**config.mk**
```make
export PLATFORM = sky130hd
export DESIGN_NAME = cic_decim_mc
export DESIGN_NICKNAME = d
export VERILOG_FILES = /design/src/rtl/cic_pkg.sv /design/src/rtl/cic_decim_lane.sv /design/src/rtl/cic_decim_mc.sv
export SDC_FILE = /design/constraint.sdc
export NUM_CORES = 2
export LEC_CHECK = 0
export CAP_MARGIN = 15
export CORE_MARGIN = 5
export CORE_UTILIZATION = 57
export DETAILED_ROUTE_END_ITERATION = 8
export HOLD_SLACK_MARGIN = 0.02
export PLACE_DENSITY = 0.74
export SETUP_SLACK_MARGIN = 0.15
export SLEW_MARGIN = 20
export SYNTH_ARGS = -nofsm -noshare
export SYNTH_HDL_FRONTEND = slang
export SYNTH_SLANG_ARGS = --single-unit
```
**constraint.sdc**
```tcl
create_clock -name clk_i -period 12.15 [get_ports clk_i]
set_input_delay 1.8225 -clock clk_i [delete_from_list [all_inputs] [get_ports clk_i]]
set_output_delay 1.8225 -clock clk_i [all_outputs]
set_load 0.02 [all_outputs]
```
**src/rtl/cic_pkg.sv**
```systemverilog
// Shared helpers for the multi-channel CIC decimator: width arithmetic and
// the rounding offset used when the output drops low-order bits.
package cic_pkg;

  // Ceiling log2 for elaboration-time width calculations (clog2(1) == 0).
  function automatic int clog2(input longint unsigned value);
    int result;
    result = 0;
    while ((64'd1 << result) < value) result++;
    return result;
  endfunction

  // Worst-case register growth through N integrator/comb pairs.
  function automatic int bitgrowth(input int n, input int m, input int maxrate);
    return n * clog2(64'(m * maxrate));
  endfunction

  // Half an output LSB when drop_bits are truncated; zero when nothing is dropped.
  function automatic longint unsigned round_offset(input int drop_bits);
    return (drop_bits > 0) ? (64'd1 << (drop_bits - 1)) : 64'd0;
  endfunction

  // Rounding offset for the default 16-in / 16-out, N=3, M=1, MAXRATE=64 build.
  localparam int              DEF_DROP_BITS    = 16 + bitgrowth(3, 1, 64) - 16;
  localparam longint unsigned DEF_ROUND_OFFSET = round_offset(DEF_DROP_BITS);

endpackage

```
**src/rtl/cic_decim_lane.sv**
```systemverilog
// One CIC channel: pipelined integrators at the input rate, a sampler loaded
// on the decimation strobe, a valid-driven comb pipeline and round/saturate.
module cic_decim_lane
  import cic_pkg::*;
#(
  parameter int DIN_W  = 16,
  parameter int DOUT_W = 16,
  parameter int M      = 1,
  parameter int N      = 3,
  parameter int BG     = 18
) (
  input  logic              clk_i,
  input  logic              flush_i,
  input  logic              valid_i,
  input  logic              strobe_i,
  input  logic [N:0]        vld_i,
  input  logic [DIN_W-1:0]  data_i,
  output logic [DOUT_W-1:0] data_o
);

  localparam int           W   = DIN_W + BG;
  localparam int           D   = W - DOUT_W;
  localparam logic [W-1:0] RND = W'(round_offset(D));

  // Arithmetic is modular in W bits; the sign is read from the MSB only where needed.
  logic [W-1:0]      int_q   [N];
  logic [W-1:0]      samp_q;
  logic [W-1:0]      comb_q  [N];
  logic [W-1:0]      dly_q   [N][M];
  logic [W-1:0]      comb_in [N];
  logic [W-1:0]      rnd_sum;
  logic [DOUT_W-1:0] out_d;
  logic [DOUT_W-1:0] out_q;
  logic              unused_rnd_bits;

  // Integrator chain; each stage adds the previous stage's registered value.
  always_ff @(posedge clk_i) begin
    if (flush_i) begin
      for (int k = 0; k < N; k++) int_q[k] <= '0;
    end else if (valid_i) begin
      int_q[0] <= int_q[0] + {{BG{data_i[DIN_W-1]}}, data_i};
      for (int k = 1; k < N; k++) int_q[k] <= int_q[k] + int_q[k-1];
    end
  end

  // Sampler captures the last integrator on each decimation strobe.
  always_ff @(posedge clk_i) begin
    if (flush_i)       samp_q <= '0;
    else if (strobe_i) samp_q <= int_q[N-1];
  end

  // Comb stage inputs: sampler feeds stage 0, each stage feeds the next.
  always_comb begin
    comb_in[0] = samp_q;
    for (int k = 1; k < N; k++) comb_in[k] = comb_q[k-1];
  end

  // Comb pipeline; each stage and its delay line move only on that stage's valid.
  always_ff @(posedge clk_i) begin
    if (flush_i) begin
      for (int k = 0; k < N; k++) begin
        comb_q[k] <= '0;
        for (int j = 0; j < M; j++) dly_q[k][j] <= '0;
      end
    end else begin
      for (int k = 0; k < N; k++) begin
        if (vld_i[k]) begin
          comb_q[k]   <= comb_in[k] - dly_q[k][M-1];
          dly_q[k][0] <= comb_in[k];
          for (int j = 1; j < M; j++) dly_q[k][j] <= dly_q[k][j-1];
        end
      end
    end
  end

  // Round half up, then clamp to max positive if the add carried into the sign bit.
  always_comb begin
    rnd_sum = comb_q[N-1] + RND;
    if (!comb_q[N-1][W-1] && rnd_sum[W-1]) out_d = {1'b0, {(DOUT_W-1){1'b1}}};
    else                                   out_d = rnd_sum[W-1 -: DOUT_W];
  end

  // The dropped fraction bits only matter through the carry they produce.
  assign unused_rnd_bits = ^rnd_sum;

  // Output register holds until the next decimated sample arrives.
  always_ff @(posedge clk_i) begin
    if (flush_i)        out_q <= '0;
    else if (vld_i[N])  out_q <= out_d;
  end

  assign data_o = out_q;

endmodule

```
**src/rtl/cic_decim_mc.sv**
```systemverilog
// Multi-channel CIC decimator top: ratio latch, shared rate counter, valid
// shift register and one cic_decim_lane per channel.
module cic_decim_mc
  import cic_pkg::*;
#(
  parameter int DATAIN_WIDTH  = 16,
  parameter int DATAOUT_WIDTH = 16,
  parameter int NUM_CHANNELS  = 2,
  parameter int M             = 1,
  parameter int N             = 3,
  parameter int MAXRATE       = 64
) (
  input  logic                                   clk_i,
  input  logic                                   rst_i,
  input  logic                                   clear_i,
  input  logic [clog2(MAXRATE+1)-1:0]            ratio_i,
  input  logic                                   valid_i,
  input  logic [NUM_CHANNELS*DATAIN_WIDTH-1:0]   data_i,
  output logic [NUM_CHANNELS*DATAOUT_WIDTH-1:0]  data_o,
  output logic                                   valid_o
);

  localparam int            BITGROWTH = bitgrowth(N, M, MAXRATE);
  localparam int            RW        = clog2(MAXRATE + 1);
  localparam logic [RW-1:0] RMAX      = RW'(MAXRATE);

  logic          flush;
  logic          strobe;
  logic [RW-1:0] ratio_eff;
  logic [RW-1:0] ratio_q;
  logic [RW-1:0] cnt_q;
  logic [N+1:0]  vld_q;

  assign flush = rst_i | clear_i;

  // Clamp the requested ratio into 1..MAXRATE.
  always_comb begin
    ratio_eff = ratio_i;
    if (ratio_i == '0)       ratio_eff = RW'(1);
    else if (ratio_i > RMAX) ratio_eff = RMAX;
  end

  assign strobe = valid_i & ~flush & (cnt_q == ratio_q - RW'(1));

  // Rate counter; a new ratio is only picked up at flush or at a frame boundary.
  always_ff @(posedge clk_i) begin
    if (flush || strobe) begin
      cnt_q   <= '0;
      ratio_q <= ratio_eff;
    end else if (valid_i) begin
      cnt_q <= cnt_q + RW'(1);
    end
  end

  // Valid shift register: bit 0 = sampler, bits 1..N = combs, bit N+1 = output.
  always_ff @(posedge clk_i) begin
    if (flush) vld_q <= '0;
    else       vld_q <= {vld_q[N:0], strobe};
  end

  assign valid_o = vld_q[N+1];

  for (genvar c = 0; c < NUM_CHANNELS; c++) begin : g_lane
    cic_decim_lane #(
      .DIN_W  (DATAIN_WIDTH),
      .DOUT_W (DATAOUT_WIDTH),
      .M      (M),
      .N      (N),
      .BG     (BITGROWTH)
    ) u_lane (
      .clk_i    (clk_i),
      .flush_i  (flush),
      .valid_i  (valid_i),
      .strobe_i (strobe),
      .vld_i    (vld_q[N:0]),
      .data_i   (data_i[c*DATAIN_WIDTH +: DATAIN_WIDTH]),
      .data_o   (data_o[c*DATAOUT_WIDTH +: DATAOUT_WIDTH])
    );
  end

endmodule

```
==> metrics.txt <==
Detailed Route Iter0 Violations=1905; gate count of the mapped netlist=4602; Synth Cell Area=44700 µm²; Placed Cells=5594; met3 Resource Use GR=2.34%; final routed DRC violation total=0; worst min path class=reg2reg; vertical extent of the die=290 µm; Slowest Stage Delay on Critical Path=0.90 ns; global-route usage over all layers=20.0%; number of flops mapped to enable cells by yosys=585; FF-to-FF path depth=13; Async S/R FF share, synth=0%; total core area=77600 µm²; DP Worst Slack=6.70 ns; row count=102; overflow left after global routing=0; global-route wire length before repair=146 mm; Data arrival, critical path=5.14 ns; vias after detailed routing=31900; Root Driver=clkbuf_16; part of the power in registers=46.1%; worst endpoint required time=12.49 ns; post-synthesis register bit count=697; total iterations of the first detailed-routing run=5; Gate power share=14.4%; clock share of power=39.4%; part of the cycle the worst path needs=39.5%; sink count of the clock tree=697; max-capacitance violation count=0; number of warnings issued by yosys=0; mean post-synth cell area=9.71 µm²; source of the worst register-to-register timing path=g_lane[0].u_lane.int_q[0][0]; run status=finished clean; final period demand of the worst path=4.80 ns; clock latency of the later-clocked register in the worst-skew pair=0.63 ns; Synth area leaders=edfxtp_1 (39%), ha_1 (11%), dfxtp_1 (5.0%), a21oi_1 (4.4%), nor2_1 (4.1%); skew final=0.0256 ns; area added between synthesis and finish=9.64%; CTS resizes=0; final count of hold timing violations=0; hold slack final=0.471 ns; Worst Setup Path Type=in2reg; Worst slew margin=33.0%; number of global-route vias before repair=30100; clock slew at reported path FFs=0.06 ns; nature of the critical path startpoint=input port; HP Start=g_lane[1].u_lane.samp_q[23]; number of unique standard cell types used by synthesis=87; count of antenna-violating nets left after detailed routing=0; count of buffers inserted at the top-level ports=75; RSZ-0062 raised after global routing=false; dominant cell type by count on the critical path=a21o_1; Setup crit end kind=register; routing usage on met2=32.9%; initial core utilization=57.6%; portion of synthesized cell area occupied by the leading cell type=39.3%; number of H-tree levels=3; number of setup buffers added after CTS=0; Pleak=0.0213 µW; worst reg2reg path endpoint=g_lane[0].u_lane.int_q[0][32]; antenna violations before repair=1; Post-DP HPWL=63.5 mm; WL final=86.0 mm; crit-path cells=clkdlybuf4s50_1 > ha_1 > a21o_1 > a21o_1 > a21o_1 > a21o_1 > a221o_1 > a21o_1 > a221oi_1 > xor2_1 > nor2_1; post-synth top area cell=edfxtp_1; Crit Path Max Fanout=19; Cell Int Power=4440 µW; final slew viol count=0; leading register cell type out of synthesis=edfxtp_1; fraction of met1 tracks used by global routing=28.2%; ports placed on the boundary=76; via count normalized by instance count=5.56; die outline area=84100 µm²; timing-limited maximum frequency=0.208 GHz; setup TNS=0 ns; total of endpoints with negative setup slack in the final report=0; PD cells=122 nW/µm²; transition at the pin with the smallest max-transition slack=1.00 ns; net count of the finished layout=5084; weighted congestion at the end of routability-driven global placement=0.925; Max stage delay cell, worst path=clkdlybuf4s50_1; number of standard cells in the final layout excluding fillers=5737; clock tree from TritonCTS=built; CTS Buffer Depth=3; fraction of power spent switching nets=25.6%; worst hold path cell count=2; total of hold buffers inserted after clock tree synthesis=0; FF-to-FF setup slack=8.58 ns; Die X-Extent=290 µm; average wire per cell in the routed design=15.0 µm; maximum number of pins on one net before global-route repair=138; gr busiest metal=met2; Max rail drop VDD=0.0000931 V; final design utilization=63.1%; endpoint with the worst hold slack=g_lane[1].u_lane.samp_q[23]; sequential element share of the synthesized area=44.3%; Post-Synthesis Net Count=5053; ratio of cells with drive above 1 in the final layout=4.20%; NetSw=1530 µW; setup slack after layout=7.35 ns; CTS buffer count=77
[cells in the mapped netlist, drive strengths merged, types with 39 or more instances]
cell type  count
nor2b         50
and2         227
xor2         161
nor2         494
ha           398
nor3          80
nand2        334
a21oi        395
o21bai        48
xnor2        172
nand4         50
a21o         230
o21a          53
o21ai        213
a211oi        39
nand2b        47
edfxtp       585
dfxtp        112
nand3        119
clkbuf       130
and3          55
inv          286
[power groups by stage]
stage	Clock, µW	Combinational [µW]	Sequential, µW
6_report	2350	862	2760
3_3_place_gp	0	838	2800
5_1_grt	2500	970	2770
3_5_place_dp	0	851	2800
4_1_cts	2400	859	2760
2_1_floorplan	0	693	2780
[registers in the layout (all words and copies together), names as in the netlist]
| name | flops |
|---|---|
| g_lane.u_lane.samp_q | 68 |
| vld_q | 5 |
| cnt_q | 7 |
| g_lane.u_lane.data_o | 32 |
| g_lane.u_lane.dly_q | 204 |
| ratio_q | 7 |
| g_lane.u_lane.comb_q | 170 |
| g_lane.u_lane.int_q | 204 |
[kinds of logic (layout without fill, tap and decap cells)]
kind of cell / after synthesis / after routing / share of synthesized area [%]
other cells: 0 / 1 / 0
compound gates: 1177 / 1177 / 17.0
fa+ha+maj: 408 / 408 / 11.6
simple gates: 1544 / 1544 / 16.6
mux: 16 / 16 / 0.358
xor+xnor: 333 / 333 / 6.53
buf+inv: 427 / 521 / 3.60
flops: 697 / 697 / 44.3
[area by class of cell]
type                       count  area (µm²)
clock inverter                45         403
sequential                   697       19800
timing repair buffer          93         890
fill                        6376       28600
clock buffer                  97        2190
multi-input combinational   3478       23300
antenna                        1        2.50
inverter                     286        1070
tap                         1040        1300
[worst max-delay path: cells and delay by family]
family / cells / cell delay, ns
AOI/OAI and AO/OA: 7 / 1.57
buffers and inverters: 1 / 0.90
adders and majority gates: 1 / 0.60
xor gates and xnor gates: 1 / 0.18
and+or+nand+nor: 1 / 0.05
[placed cells by master (no fill, tap or decap), types with 46 or more instances in the layout]
cell,instances
nand4_1,50
dfxtp_1,112
o21a_1,53
a21oi_1,393
inv_1,285
nand3_1,119
and3_1,55
nand2_1,333
clkdlybuf4s50_1,75
o21bai_1,47
clkbuf_16,83
nor2_1,492
o21ai_0,167
and2_1,227
nor3_1,79
xnor2_1,172
ha_1,398
edfxtp_1,585
xor2_1,161
nor2b_1,50
nand2b_1,46
a21o_1,230
[through the flow]
| stage | cell area, µm² | total power, µW |
|---|---|---|
| finish | 49000 | 5970 |
| global route | 49000 | 6240 |
| detailed placement | 46400 | 3660 |
| floorplan | 44700 | 3480 |
| global placement | 46400 | 3640 |
| CTS | 49000 | 6020 |
[routing by layer]
metal | part of all wire, % | wire (µm) | vias up
met3 | 3.7 | 3210 | 121
met5 | 0 | 0 | -
met2 | 46 | 39300 | 512
met4 | 2.5 | 2180 | 0
li1 | - | - | 16600
met1 | 48 | 41300 | 14600
[how the worst max path moves through the flow]
stage	startpoint	end	slack [ns]	cells after the start
floorplan	valid_i	g_lane[0].u_lane.int_q[0][0]	5.07	2
global placement	valid_i	g_lane[1].u_lane.int_q[0][9]	6.76	5
detailed placement	valid_i	g_lane[0].u_lane.int_q[0][9]	6.70	5
CTS	rst_i	g_lane[1].u_lane.int_q[0][10]	7.35	4
global route	rst_i	g_lane[1].u_lane.int_q[0][10]	7.13	4
finish	data_i[31]	g_lane[1].u_lane.int_q[0][32]	7.35	11
Note: power is estimated with default switching activity, not from simulation.
